### src/rtl/mux_nto1_pipe_pkg.sv
// Shared constants and helpers for the N:1 pipelined selector and its arbiter.
package mux_pkg;

  localparam logic MODE_SEL = 1'b0;
  localparam logic MODE_RR  = 1'b1;

  // Channel-index width that never collapses to zero bits.
  function automatic int clog2_min1(input int n);
    return (n <= 2) ? 1 : $clog2(n);
  endfunction

endpackage

### src/rtl/mux_nto1_pipe_if.sv
// Bundle of the producer-lane inputs, downstream handshake and status of mux_nto1_pipe.
interface mux_nto1_pipe_if #(
  parameter int N     = 4,
  parameter int WIDTH = 2,
  parameter int CNT_W = 8
);
  import mux_pkg::*;

  localparam int CW = clog2_min1(N);

  logic                 mode;
  logic [CW-1:0]        sel;
  logic [N-1:0]         in_valid;
  logic [N-1:0]         in_ready;
  logic [N*WIDTH-1:0]   in_data;
  logic                 out_valid;
  logic                 out_ready;
  logic [WIDTH-1:0]     out_data;
  logic [CW-1:0]        out_chan;
  logic [CNT_W-1:0]     xfer_cnt;

  modport master (
    output mode, sel, in_valid, in_data, out_ready,
    input  in_ready, out_valid, out_data, out_chan, xfer_cnt
  );

  modport slave (
    input  mode, sel, in_valid, in_data, out_ready,
    output in_ready, out_valid, out_data, out_chan, xfer_cnt
  );

endinterface

### src/rtl/mux_nto1_pipe_rr_arbiter.sv
// Combinational round-robin arbiter: first requester at or above ptr, wrapping N-1 -> 0.
module rr_arbiter
  import mux_pkg::*;
#(
  parameter int N  = 4,
  parameter int CW = clog2_min1(N)
) (
  input  logic [N-1:0]  req,
  input  logic [CW-1:0] ptr,
  output logic [N-1:0]  grant,
  output logic [CW-1:0] grant_idx
);

  localparam int SW = CW + 1;

  logic [2*N-1:0] req_dbl;
  logic [N-1:0]   req_rot;
  logic [CW-1:0]  off;
  logic [SW-1:0]  idx_sum;
  logic           any_req;

  always_comb begin
    // Rotate so ptr lands at bit 0, pick the lowest set bit, rotate the index back.
    req_dbl = {req, req};
    req_rot = req_dbl[ptr +: N];
    any_req = |req;
    off     = '0;
    for (int i = N - 1; i >= 0; i--) begin
      if (req_rot[i]) off = CW'(i);
    end
    idx_sum = {1'b0, off} + {1'b0, ptr};
    if (idx_sum >= SW'(N)) idx_sum = idx_sum - SW'(N);
    grant_idx = idx_sum[CW-1:0];
    grant     = '0;
    if (any_req) grant[grant_idx] = 1'b1;
  end

endmodule

### src/rtl/mux_nto1_pipe.sv
// N-channel selector with per-lane valid/ready, explicit or round-robin choice, one registered output stage.
module mux_nto1_pipe
  import mux_pkg::*;
#(
  parameter int N     = 4,
  parameter int WIDTH = 2,
  parameter int CNT_W = 8
) (
  input  logic          clk,
  input  logic          rst_n,
  mux_nto1_pipe_if.slave bus
);

  localparam int CW = clog2_min1(N);
  localparam int SW = CW + 1;

  logic             out_valid_q, out_valid_d;
  logic [WIDTH-1:0] out_data_q,  out_data_d;
  logic [CW-1:0]    out_chan_q,  out_chan_d;
  logic [CNT_W-1:0] xfer_cnt_q,  xfer_cnt_d;
  logic [CW-1:0]    rr_ptr_q,    rr_ptr_d;

  logic [N-1:0]     rr_grant;
  logic [CW-1:0]    rr_idx;
  logic [N-1:0]     sel_grant;
  logic [N-1:0]     grant;
  logic [CW-1:0]    grant_idx;
  logic [N-1:0]     in_ready;
  logic             free;
  logic             accept;
  logic [WIDTH-1:0] pick_data;
  logic [SW-1:0]    ptr_inc;

  rr_arbiter #(
    .N  (N),
    .CW (CW)
  ) u_rr_arbiter (
    .req       (bus.in_valid),
    .ptr       (rr_ptr_q),
    .grant     (rr_grant),
    .grant_idx (rr_idx)
  );

  always_comb begin
    free = !out_valid_q || bus.out_ready;

    // An out-of-range sel simply matches no channel, so nothing is granted.
    sel_grant = '0;
    for (int k = 0; k < N; k++) begin
      if (bus.sel == CW'(k)) sel_grant[k] = bus.in_valid[k];
    end

    if (bus.mode == MODE_RR) begin
      grant     = rr_grant;
      grant_idx = rr_idx;
    end else begin
      grant     = sel_grant;
      grant_idx = bus.sel;
    end

    in_ready = (rst_n && free) ? grant : '0;
    accept   = |(bus.in_valid & in_ready);

    // Pure AND/OR lane selection keyed by the one-hot ready vector.
    pick_data = '0;
    for (int k = 0; k < N; k++) begin
      pick_data = pick_data | (bus.in_data[k*WIDTH +: WIDTH] & {WIDTH{in_ready[k]}});
    end

    ptr_inc = {1'b0, grant_idx} + SW'(1);
  end

  always_comb begin
    out_valid_d = out_valid_q;
    out_data_d  = out_data_q;
    out_chan_d  = out_chan_q;
    xfer_cnt_d  = xfer_cnt_q;
    rr_ptr_d    = rr_ptr_q;
    if (accept) begin
      out_valid_d = 1'b1;
      out_data_d  = pick_data;
      out_chan_d  = grant_idx;
      xfer_cnt_d  = xfer_cnt_q + CNT_W'(1);
      if (bus.mode == MODE_RR) begin
        rr_ptr_d = (ptr_inc == SW'(N)) ? '0 : ptr_inc[CW-1:0];
      end
    end else if (bus.out_ready) begin
      out_valid_d = 1'b0;
    end
  end

  // Output register stage
  always_ff @(posedge clk) begin
    if (!rst_n) begin
      out_valid_q <= 1'b0;
      out_data_q  <= '0;
      out_chan_q  <= '0;
      xfer_cnt_q  <= '0;
      rr_ptr_q    <= '0;
    end else begin
      out_valid_q <= out_valid_d;
      out_data_q  <= out_data_d;
      out_chan_q  <= out_chan_d;
      xfer_cnt_q  <= xfer_cnt_d;
      rr_ptr_q    <= rr_ptr_d;
    end
  end

  assign bus.in_ready  = in_ready;
  assign bus.out_valid = out_valid_q;
  assign bus.out_data  = out_data_q;
  assign bus.out_chan  = out_chan_q;
  assign bus.xfer_cnt  = xfer_cnt_q;

endmodule
### src/flat_wrapper.sv
// flat-port wrapper written by rule: the top's interface ports become plain ports
module mux_nto1_pipe_flat import mux_pkg::*;
#(
  parameter int N     = 4,
  parameter int WIDTH = 2,
  parameter int CNT_W = 8
)
  (clk, rst_n, bus_mode, bus_sel, bus_in_valid, bus_in_data, bus_out_ready, bus_in_ready, bus_out_valid, bus_out_data, bus_out_chan, bus_xfer_cnt);
  mux_nto1_pipe_if #(.N(N), .WIDTH(WIDTH), .CNT_W(CNT_W)) bus_i ();
  input  logic clk;
  input  logic rst_n;
  input wire logic [$bits(bus_i.mode)-1:0] bus_mode;
  input wire logic [$bits(bus_i.sel)-1:0] bus_sel;
  input wire logic [$bits(bus_i.in_valid)-1:0] bus_in_valid;
  input wire logic [$bits(bus_i.in_data)-1:0] bus_in_data;
  input wire logic [$bits(bus_i.out_ready)-1:0] bus_out_ready;
  output wire logic [$bits(bus_i.in_ready)-1:0] bus_in_ready;
  output wire logic [$bits(bus_i.out_valid)-1:0] bus_out_valid;
  output wire logic [$bits(bus_i.out_data)-1:0] bus_out_data;
  output wire logic [$bits(bus_i.out_chan)-1:0] bus_out_chan;
  output wire logic [$bits(bus_i.xfer_cnt)-1:0] bus_xfer_cnt;
  assign bus_i.mode = bus_mode;
  assign bus_i.sel = bus_sel;
  assign bus_i.in_valid = bus_in_valid;
  assign bus_i.in_data = bus_in_data;
  assign bus_i.out_ready = bus_out_ready;
  assign bus_in_ready = bus_i.in_ready;
  assign bus_out_valid = bus_i.out_valid;
  assign bus_out_data = bus_i.out_data;
  assign bus_out_chan = bus_i.out_chan;
  assign bus_xfer_cnt = bus_i.xfer_cnt;
  mux_nto1_pipe #(.N(N), .WIDTH(WIDTH), .CNT_W(CNT_W)) u_core (.clk(clk), .rst_n(rst_n), .bus(bus_i));
endmodule
### config.mk
export PLATFORM = sky130hd
export DESIGN_NAME = mux_nto1_pipe_flat
export DESIGN_NICKNAME = d
export VERILOG_FILES = /design/src/rtl/mux_nto1_pipe_pkg.sv /design/src/rtl/mux_nto1_pipe_if.sv /design/src/rtl/mux_nto1_pipe_rr_arbiter.sv /design/src/rtl/mux_nto1_pipe.sv /design/src/flat_wrapper.sv
export SDC_FILE = /design/constraint.sdc
export NUM_CORES = 1
export LEC_CHECK = 0
export ABC_AREA = 1
export BUFFER_PORTS_ARGS = -buffer_cell sky130_fd_sc_hd__buf_2
export CORE_AREA = 2 2 47 60
export CTS_CLUSTER_DIAMETER = 80
export CTS_CLUSTER_SIZE = 28
export DETAILED_ROUTE_END_ITERATION = 8
export DIE_AREA = 0 0 49 62
export HOLD_SLACK_MARGIN = 0.02
export PLACE_DENSITY = 0.82
export RECOVER_POWER = 100
export SLEW_MARGIN = 20
export SYNTH_ARGS = -nofsm -noshare
export SYNTH_HDL_FRONTEND = slang
export SYNTH_HIERARCHICAL = 1
export SYNTH_SLANG_ARGS = --single-unit
### constraint.sdc
create_clock -name clk -period 2.9 [get_ports clk]
set_input_delay 0.145 -clock clk [delete_from_list [all_inputs] [get_ports clk]]
set_output_delay 0.145 -clock clk [all_outputs]
set_load 0.02 [all_outputs]
# [Yosys cells after proc, flatten, opt, wreduce, memory -nomap -nowiden]
# Cells that the tools add are included.
[classes] n_addsub=4 n_lt_le_gt_ge=3 eq_ne=4 shifts=1 n_mux=18 bitwise=8 n_reduce_logical=9
[op_table] cell="2-bit 2-to-1 mux" count=7
[op_table] cell="4-bit 2-to-1 mux" count=3
[op_table] cell="8-bit by 1-bit adder with 8-bit output, second input constant" count=1
[op_table] cell="2-bit bitwise AND" count=4
[op_table] cell="4-bit OR reduction" count=2
[op_table] cell="8-bit by 3-bit variable part select with 4-bit output" count=1
[op_table] cell="1-bit 2-to-1 mux" count=7
[op_table] cell="2-bit OR" count=3
[op_table] cell="4-bit bitwise AND" count=1
[op_table] cell="2-bit equality test, second input constant" count=2
[op_table] cell="2-bit by 1-bit adder with 3-bit output, second input constant" count=1
[op_table] cell="2-bit by 2-bit adder with 3-bit output" count=1
[op_table] cell="3-bit equality test, second input constant" count=1
[op_table] cell="3-bit greater-or-equal comparator, second input constant" count=1
[op_table] cell="2-bit by 3-bit < comparator with 1-bit output, second input constant" count=1
[op_table] cell="1-bit demux with 2-bit select" count=1
[op_table] cell="2-bit by 1-bit equality test with 1-bit output, second input constant" count=1
[op_table] cell="2-bit by 1-bit greater-or-equal comparator with 1-bit output, second input constant" count=1
[op_table] cell="1-bit logical AND" count=2
[op_table] cell="2-bit logical NOT" count=1
[op_table] cell="2-bit AND reduction" count=1
[op_table] cell="2-bit nonzero test" count=1
[op_table] cell="2-bit by 1-bit subtractor with 2-bit output, second input constant" count=1
[op_table] cell="1-bit logical NOT" count=1
[op_table] cell="1-bit logical OR" count=1
[totals] ff_bits=15 word_cells=52

# [Depth between registers and ports, before layout]
# Gate-level depths: netlist of run 1.
[logic_depth] ltp_word=19 ltp_mapped=21 depth_no_buf=21

# [Cells and area by module]
# The synthesis of run 1 kept the hierarchy.
[by_module_without_submodules] module="mux_nto1_pipe" n_inst=1 cells_each=138 area_each_um2=882.1 seq_area_each_um2=300.3
[by_module_without_submodules] module="rr_arbiter" n_inst=1 cells_each=44 area_each_um2=221.5 seq_area_each_um2=0.0

# [Worst setup path after synthesis of run 1]
# Ideal clock, no wire load.
[synth_path] kind="reg2reg" from="reg u_core.rr_ptr_q[0]" to="reg u_core.out_data_q[1], in the netlist u_core/bus.out_data[1]" setup_time_ns=0.070 arrival_ns=2.346 required_ns=2.830 slack_ns=0.484 stages_incl_launch_ff=19 path_buffers=0 period_less_slack_ns=2.416 path_cell_list="dfxtp_1 inv_2 nand2_1 nand3_1 nand2_1 nand3_1 a21boi_0 ha_1 xnor2_1 inv_1 nand2_4 nand2_4 nor2_1 nand2_1 a21oi_1 nand2_1 nand2_1 o21ai_0 a21oi_1"
[synth_via] elab_chain_len=19 word_cells_on_any_way=26 classes_between="2 x add/sub; 3 x order compare; 1 x shift; 10 x mux; 8 x bitwise; 2 x reduce/logical"
[synth_rtl] element="start: declaration" line="mux_nto1_pipe.sv:21" rtl="logic [CW-1:0] rr_ptr_q, rr_ptr_d;"
[synth_rtl] element="start signal: assignment" line="mux_nto1_pipe.sv:105" rtl="rr_ptr_q <= rr_ptr_d;"
[synth_rtl] element="8-bit by 3-bit variable part select with 4-bit output" line="mux_nto1_pipe_rr_arbiter.sv:25" rtl="req_rot = req_dbl[ptr +: N];"
[synth_rtl] element="2-bit 2-to-1 mux (4 in series)" line="mux_nto1_pipe_rr_arbiter.sv:29" rtl="if (req_rot[i]) off = CW'(i);"
[synth_rtl] element="2-bit by 2-bit adder with 3-bit output (*)" line="mux_nto1_pipe_rr_arbiter.sv:31" rtl="idx_sum = {1'b0, off} + {1'b0, ptr};"
[synth_rtl] element="3-bit greater-or-equal comparator / 2-bit by 1-bit subtractor with 2-bit output (equally long branches)" line="mux_nto1_pipe_rr_arbiter.sv:32" rtl="if (idx_sum >= SW'(N)) idx_sum = idx_sum - SW'(N);"
[synth_rtl] element="2-bit 2-to-1 mux (*)" line="mux_nto1_pipe_rr_arbiter.sv:32"
[synth_rtl] element="via u_core.rr_idx[1]" line="mux_nto1_pipe.sv:24" rtl="logic [CW-1:0] rr_idx;"
[synth_rtl] element="2-bit by 3-bit < comparator with 1-bit output (implied by the code) / 2-bit by 1-bit greater-or-equal comparator with 1-bit output (equally long branches)" line="mux_nto1_pipe_rr_arbiter.sv:35" rtl="if (any_req) grant[grant_idx] = 1'b1;"
[synth_rtl] element="1-bit logical AND (implied by the code)" line="mux_nto1_pipe_rr_arbiter.sv:35"
[synth_rtl] element="1-bit 2-to-1 mux (implied by the code)" line="mux_nto1_pipe_rr_arbiter.sv:35"
[synth_rtl] element="1-bit demux with 2-bit select (*)" line="mux_nto1_pipe_rr_arbiter.sv:35"
[synth_rtl] element="4-bit 2-to-1 mux (*)" line="mux_nto1_pipe_rr_arbiter.sv:35"
[synth_rtl] element="via u_core.rr_grant[0]" line="mux_nto1_pipe.sv:23" rtl="logic [N-1:0] rr_grant;"
[synth_rtl] element="4-bit 2-to-1 mux (*)" line="mux_nto1_pipe.sv:53" rtl="if (bus.mode == MODE_RR) begin"
[synth_rtl] element="4-bit 2-to-1 mux (*)" line="mux_nto1_pipe.sv:61" rtl="in_ready = (rst_n && free) ? grant : '0;"
[synth_rtl] element="via bus_in_ready[0]" line="flat_wrapper.sv:17" rtl="output wire logic [$bits(bus_i.in_ready)-1:0] bus_in_ready;"
[synth_rtl] element="2-bit bitwise AND" line="mux_nto1_pipe.sv:67" rtl="pick_data = pick_data | (bus.in_data[k*WIDTH +: WIDTH] & {WIDTH{in_ready[k]}});"
[synth_rtl] element="2-bit OR (3 in series)" line="mux_nto1_pipe.sv:67"
[synth_rtl] element="end signal: assignment" line="mux_nto1_pipe.sv:102" rtl="out_data_q <= out_data_d;"
[synth_rtl] element="end: declaration" line="mux_nto1_pipe.sv:18" rtl="logic [WIDTH-1:0] out_data_q, out_data_d;"
# The timed path passes the listed nets; every way through them passes the cells marked *.
# A chain may end at the register's enable or synchronous reset.

# [Worst setup path in the final report of run 1]
[layout_path] from="reg u_core.rr_ptr_q[1]" to="out bus_in_ready[2]"
[layout_via] elab_chain_len=15 word_cells_on_any_way=17 classes_between="2 x add/sub; 3 x order compare; 1 x shift; 10 x mux; 1 x reduce/logical"
[layout_rtl] element="8-bit by 3-bit variable part select with 4-bit output" line="mux_nto1_pipe_rr_arbiter.sv:25"
[layout_rtl] element="2-bit 2-to-1 mux (4 in series)" line="mux_nto1_pipe_rr_arbiter.sv:29"
[layout_rtl] element="2-bit by 2-bit adder with 3-bit output (*)" line="mux_nto1_pipe_rr_arbiter.sv:31"
[layout_rtl] element="3-bit greater-or-equal comparator / 2-bit by 1-bit subtractor with 2-bit output (equally long branches)" line="mux_nto1_pipe_rr_arbiter.sv:32"
[layout_rtl] element="2-bit 2-to-1 mux (*)" line="mux_nto1_pipe_rr_arbiter.sv:32"
[layout_rtl] element="2-bit by 3-bit < comparator with 1-bit output (implied by the code) / 2-bit by 1-bit greater-or-equal comparator with 1-bit output (equally long branches)" line="mux_nto1_pipe_rr_arbiter.sv:35"
[layout_rtl] element="1-bit logical AND (implied by the code)" line="mux_nto1_pipe_rr_arbiter.sv:35"
[layout_rtl] element="1-bit 2-to-1 mux (implied by the code)" line="mux_nto1_pipe_rr_arbiter.sv:35"
[layout_rtl] element="1-bit demux with 2-bit select (*)" line="mux_nto1_pipe_rr_arbiter.sv:35"
[layout_rtl] element="4-bit 2-to-1 mux (*)" line="mux_nto1_pipe_rr_arbiter.sv:35"
[layout_rtl] element="via u_core.rr_grant[2]" line="mux_nto1_pipe.sv:23"
[layout_rtl] element="4-bit 2-to-1 mux (*)" line="mux_nto1_pipe.sv:53"
[layout_rtl] element="4-bit 2-to-1 mux (*)" line="mux_nto1_pipe.sv:61"
[layout_rtl] element="end: declaration" line="flat_wrapper.sv:17"
# Marked as above.

==> qor.txt, run 1 <==
outcome: finished, final reports clean
Final HPWL DP: 1915 um
initial drt markers: 45
EDFF count, synth: 0
row cnt: 21
Yosys reg bits: 15
grt ovf: 0
Total Neg Setup Slack: 0 ns
dpl ws: 0.3053 ns
HP Class: input port to flop
Die W: 49 um
Power Density: 479.2 nW/um^2
critical-path maximum fanout: 7
first-pass GRT wire length: 4071 um
number of global-route vias before repair: 1026
Setup Fix Bufs, Post-CTS: 0
Clock Tree Root: clkbuf_4
Hold Vio Cnt, Final: 0
Synth Area per Inst: 6.064 um^2
placed instance area: 1290 um^2
Yosys top cell by area: dfxtp_1
Synth top area share: 27.21%
Placer Congestion: 0.8616
CP endpoint kind: primary output
routed vias: 1214
Reg2Reg Depth: 17
Die Y: 62 um
Distinct cells, synth: 24
router iterations before antenna repair: 4
GRT Util Overall: 17.05%
Slew HR: 74.72%
Max Transition Viols Final: 0
Initial Util: 43.30%
Min Clock Period, post-route: 2.609 ns
RSZ-0062 raised after global routing: false
layout cell share with drive strength beyond 1: 18.89%
IO buf count: 34
CORE AREA: 2549 um^2
max-cap viol count: 0
CP max-delay cell: dfxtp_1
wire length per cell: 9.582 um
Post-synth top cells: nand2_1, nor2_1, nand3_1
Post-Syn Nets: 202
post-synthesis sequential area ratio: 27.21%
Layout area overhead: 17.80%
Final Util: 51.01%
critical path arrival: 2.46 ns
ranking of synthesized cells by area: dfxtp_1, nand2_1, nand3_1
TritonCTS clock tree: yes
Routed WL: 2405 um
WS Path Type: flop to primary output
CP peak stage delay: 0.48 ns
Clock Latency Late Sink: 0.28 ns
ant diodes: 0
post-synthesis async set-or-reset flop share: 0%
final worst path period share: 89.97%
antenna violations before repair: 0
Netlist Area Pre-Place: 1104 um^2
synthesized instance count: 182
startpoint type of the worst setup path: flop
FMAX: 383.3 MHz
post-route ant nets: 0
hold path depth: 4
clk sink count: 15
CTS H-tree depth: 1
peak ir drop on the vdd network: 0.3994 mV
Setup Skew: 0.003107 ns
final setup vio count: 0
CTS Buf Count: 3
worst path required time: 2.76 ns
Synthesis Warnings: 6
die area: 3038 um^2
Nets: 238
Main synth FF type: dfxtp_1
Cell Chain, Critical Path: inv_2, nand3_1, nand2_1, nand3_1, a21boi_0, ha_1, xnor2_1, nand3_2, a21oi_1, nand2_1, a21oi_1, clkbuf_1
Final Instance Area: 1300 um^2
largest net degree at the start of global routing: 18
Tightest Pin Transition: 0.3788 ns
detailed-route DRC error count: 0
most common cell in the netlist: nand2_1
Pleak: 0.0006288 uW
DR vias/cell: 4.837
CTS Buffer Depth: 2
final setup margin: 0.2909 ns
Reg clk slew, reported paths: 0.08 ns
I/O pin total: 35
-- layout make-up --
type / count / area [um^2]
Timing Repair Buffer: 34 / 152.6
Clock buffer: 4 / 26.28
Fill cell: 279 / 1249
Multi-Input combinational cell: 145 / 701.9
Tap cell: 34 / 42.54
Inverter: 19 / 75.07
Sequential cell: 15 / 301.5
-- critical path, delay by kind of cell, from the launching register on --
family / cells / cell delay, ns
adder cells (fa/ha/maj): 1 / 0.19
flip-flops: 1 / 0.48
AO/OA/AOI/OAI: 3 / 0.48
XOR/XNOR: 1 / 0.21
AND/OR/NAND/NOR: 5 / 0.44
buffers and inverters: 2 / 0.35
-- kinds of logic after synthesis --
kind of cell,synth area share (%)
compound gates,10.66
flops,27.21
fa+ha+maj,2.267
buf+inv,9.183
simple gates,47.51
xor+xnor,3.175
-- cell usage in the layout (no fill, tap or decap), types with 4 or more instances in the layout --
| cell type | n |
|---|---|
| nand2_1 | 54 |
| o21ai_0 | 8 |
| dfxtp_1 | 14 |
| inv_1 | 13 |
| inv_2 | 4 |
| nor2_1 | 25 |
| buf_2 | 17 |
| clkbuf_1 | 15 |
| nand3_1 | 22 |
| a21oi_1 | 14 |
-- metal layers --
| metal | GRT usage [%] | share of wire, % |
|---|---|---|
| met5 | 0 | 0 |
| met4 | 8.163 | 1.2 |
| met3 | 1.914 | 4.5 |
| met2 | 31.51 | 48 |
| met1 | 20.21 | 46 |
-- state kept, by name (all words and copies together) (netlist names) --
name	cells
u_core/bus.out_valid	1
u_core/rr_ptr_q	2
u_core/bus.out_data	2
u_core/bus.out_chan	2
u_core/bus.xfer_cnt	8
-- what timing repair did --
| action | CTS | global route |
|---|---|---|
| endpoints found under the setup margin | 0 | 15 |
| gates resized for setup | 0 | 1 |
| hold buffers | 0 | 0 |
-- per-stage QoR --
| stage | hold slack, ns | total power (uW) | instances |
|---|---|---|---|
| floorplan | 0.3303 | 454.3 | 182 |
| global route | 0.1445 | 677.0 | 251 |
| detailed placement | 0.4337 | 514.7 | 247 |
| CTS | 0.1270 | 634.3 | 251 |
| global placement | 0.4296 | 513.3 | 247 |
| finish | 0.1354 | 622.9 | 251 |
-- report_power, final --
group	leakage, uW	internal (uW)	total (uW)	switching (uW)
combinational	0.000491	90.3	264	174
sequential	0.000123	225	242	16.9
clock	0.0000150	53.5	117	63.5
-- final timing paths --
check	start	to	slack, ns
worst max register to register	u_core/rr_ptr_q[1]	u_core/bus.xfer_cnt[3]	0.32
worst min-delay path	bus_out_ready	u_core/bus.out_valid	0.14
worst min register to register	u_core/bus.out_valid	u_core/bus.out_valid	0.50
worst max-delay path	u_core/rr_ptr_q[1]	bus_in_ready[2]	0.29
No activity file was read; power rests on OpenSTA's default activity.
==> inputs of run 2 (changes only) <==
--- a/config.mk
+++ b/config.mk
@@ -5,15 +5,15 @@
 export SDC_FILE = /design/constraint.sdc
 export NUM_CORES = 1
 export LEC_CHECK = 0
-export ABC_AREA = 1
 export BUFFER_PORTS_ARGS = -buffer_cell sky130_fd_sc_hd__buf_2
+export CAP_MARGIN = 20
 export CORE_AREA = 2 2 47 60
 export CTS_CLUSTER_DIAMETER = 80
 export CTS_CLUSTER_SIZE = 28
 export DETAILED_ROUTE_END_ITERATION = 8
 export DIE_AREA = 0 0 49 62
 export HOLD_SLACK_MARGIN = 0.02
-export PLACE_DENSITY = 0.82
+export PLACE_DENSITY = 0.84
 export RECOVER_POWER = 100
 export SLEW_MARGIN = 20
 export SYNTH_ARGS = -nofsm -noshare
==> run 2 against run 1 <==
Effect of this change:
- critical path type is now flop to flop
- clock skew decreased by 0.00053 ns
- cell count decreased by 18%
- utilization is 3.1 points higher
- wire length is 12% higher
- synthesized cell count fell by 26%
- register-to-register slack got worse by 0.20 ns
- non-clock buffer count grew 6
- critical endpoint is now u_core/rr_ptr_q[0]
==> qor.txt, run 2 <==
I/O pin total: 35
first-pass GRT wire length: 4153 um
WS Path Type: flop to flop
DR vias/cell: 5.468
CP max-delay cell: dfxtp_4
WP buf/inv: 2
Hold Vio Cnt, Final: 0
Synth Area in Adders: 2.203%
row cnt: 21
ant diodes: 0
Min Clock Period, post-route: 2.783 ns
Die W: 49 um
IO buf count: 34
Synthesis Warnings: 6
Tightest Pin Transition: 0.4069 ns
initial drt markers: 37
post-synthesis async set-or-reset flop share: 0%
Pleak: 0.0005868 uW
CP peak stage delay: 0.40 ns
commonest non-fill, non-tap cell in the layout: buf_2
HP Class: input port to flop
mux contribution to synthesized area: 12.89%
max reg flops: 8
Cell Chain, Critical Path: inv_1, nor3b_1, a21oi_1, o211ai_1, ha_2, a21boi_2, nand2_1, mux2i_1, a22o_1, o21ai_1, a21oi_2, buf_4, and2_4, a211oi_2
EDFF count, synth: 0
Clock Latency Late Sink: 0.27 ns
grt ovf: 0
layout cell share with drive strength beyond 1: 26.32%
Layout area overhead: 21.48%
Nets: 192
Max Transition Viols Final: 0
Distinct cells, synth: 42
critical path's top delay family: compound AO/OA/AOI/OAI gates
CTS H-tree depth: 1
Power Density: 422.0 nW/um^2
Compound-Gate Fraction of Synth Area: 22.47%
clk sink count: 15
CP endpoint kind: flop
post-route ant nets: 0
dpl ws: -0.0001337 ns
CTS Buf Count: 3
Slew HR: 72.81%
detailed-route DRC error count: 0
Post-synth top cells: nand2_1, dfxtp_1, mux2i_1
Reg clk slew, reported paths: 0.08 ns
Netlist Area Pre-Place: 1136 um^2
CTS Buffer Depth: 2
CORE AREA: 2549 um^2
commonest non-fill, non-tap cells in the layout: buf_2, nand2_1, clkbuf_1
Yosys top cell by area: dfxtp_1
Post-Syn Nets: 154
final setup margin: 0.1168 ns
routed vias: 1121
Main synth FF type: dfxtp_1
peak ir drop on the vdd network: 0.1897 mV
largest family of logic cells by synthesized area: simple AND/OR/NAND/NOR gates
Synth top area share: 26.43%
number of global-route vias before repair: 981
Clock Tree Root: clkbuf_4
outcome: finished, final reports clean
xor-xnor portion of the synthesized cell area: 3.855%
ranking of synthesized cells by area: dfxtp_1, mux2i_1, nand2_1
Routed WL: 2692 um
max-cap viol count: 0
largest net degree at the start of global routing: 15
synthesized instance count: 134
router iterations before antenna repair: 4
die area: 3038 um^2
Total Neg Setup Slack: 0 ns
Layout fillers: 252
FMAX: 359.3 MHz
final worst path period share: 95.97%
critical-path maximum fanout: 10
startpoint type of the worst setup path: flop
TritonCTS clock tree: yes
GRT Util Overall: 17.15%
register area: 304.0 um^2
Die Y: 62 um
Yosys reg bits: 15
Initial Util: 44.58%
antenna violations before repair: 0
Setup Skew: 0.002575 ns
simple-gate area share of the yosys netlist: 26.65%
Post-CTS Hold Buffers: 0
Synth Area per Inst: 8.478 um^2
multi-input logic area: 798.3 um^2
critical path arrival: 2.97 ns
worst path required time: 3.09 ns
wire length per cell: 13.13 um
Final HPWL DP: 2005 um
Design Power: 582.4 uW
most common cell in the netlist: nand2_1
final setup vio count: 0
Placer Congestion: 0.8528
Hold WS: 0.1890 ns
post-synthesis sequential area ratio: 26.43%
==> run 2: cell count changes after synthesis, moves of 6 or more <==
cell / before / now
inv_1: 13 / 3
nor2b_1: 0 / 6
a21oi_1: 14 / 7
mux2i_1: 0 / 12
nor2_1: 25 / 11
nand2_1: 54 / 16
nand3_1: 22 / 0
==> run 2: area by class of cell <==
type,instances,share of cell area [%]
sequential,15,22.03
clock buffer,4,1.904
inverter,3,0.8160
tap,34,3.083
multi-input combinational,109,57.84
timing repair buffer,40,14.32
==> run 2: path summary, 6_finish.rpt <==
path | startpoint | end | slack (ns) | cells past startpoint
min reg2reg | u_core/bus.xfer_cnt[7] | u_core/bus.xfer_cnt[7] | 0.47 | 2
max | u_core/rr_ptr_q[0] | u_core/rr_ptr_q[0] | 0.12 | 14
max reg2reg | u_core/rr_ptr_q[0] | u_core/rr_ptr_q[0] | 0.12 | 14
min | bus_out_ready | u_core/bus.out_valid | 0.19 | 3
==> run 2: what timing repair did <==
action	CTS	global route
pin swaps	0	3
setup buffers	0	3
setup endpoints to repair	3	17
resized for setup	1	8
gates cloned	0	0
==> run 2: worst min-delay path, stage by stage <==
cell      delay (ns)
buf_2           0.07
nand2b_1        0.12
a31oi_1         0.07
==> run 2: cell families after synthesis <==
kind of cell	count (synthesis)
buffers and inverters	10
DFF	15
and+or+nand+nor	57
adders and majority gates	2
AOI/OAI and AO/OA	31
xor gates and xnor gates	5
muxes	14
==> run 2: routing by layer <==
layer	routed length, um	vias to the layer above	GRT usage, %
li1	-	564	-
met1	1104	518	19.88
met2	1443	39	33.27
met3	144	0	1.914
met4	0	0	6.122
met5	0	-	0
==> run 2: power breakdown <==
group          switching (uW)  internal (uW)
sequential               15.6            221
clock                    59.7           53.2
combinational             132            101
total                     208            375
==> run 2: metrics by stage <==
step | util (%) | cells | area [um^2]
floorplan | - | 134 | 1136
global placement | 51.79 | 198 | 1320
detailed placement | 51.79 | 198 | 1320
CTS | 52.87 | 202 | 1348
global route | 54.15 | 205 | 1380
finish | 54.15 | 205 | 1380
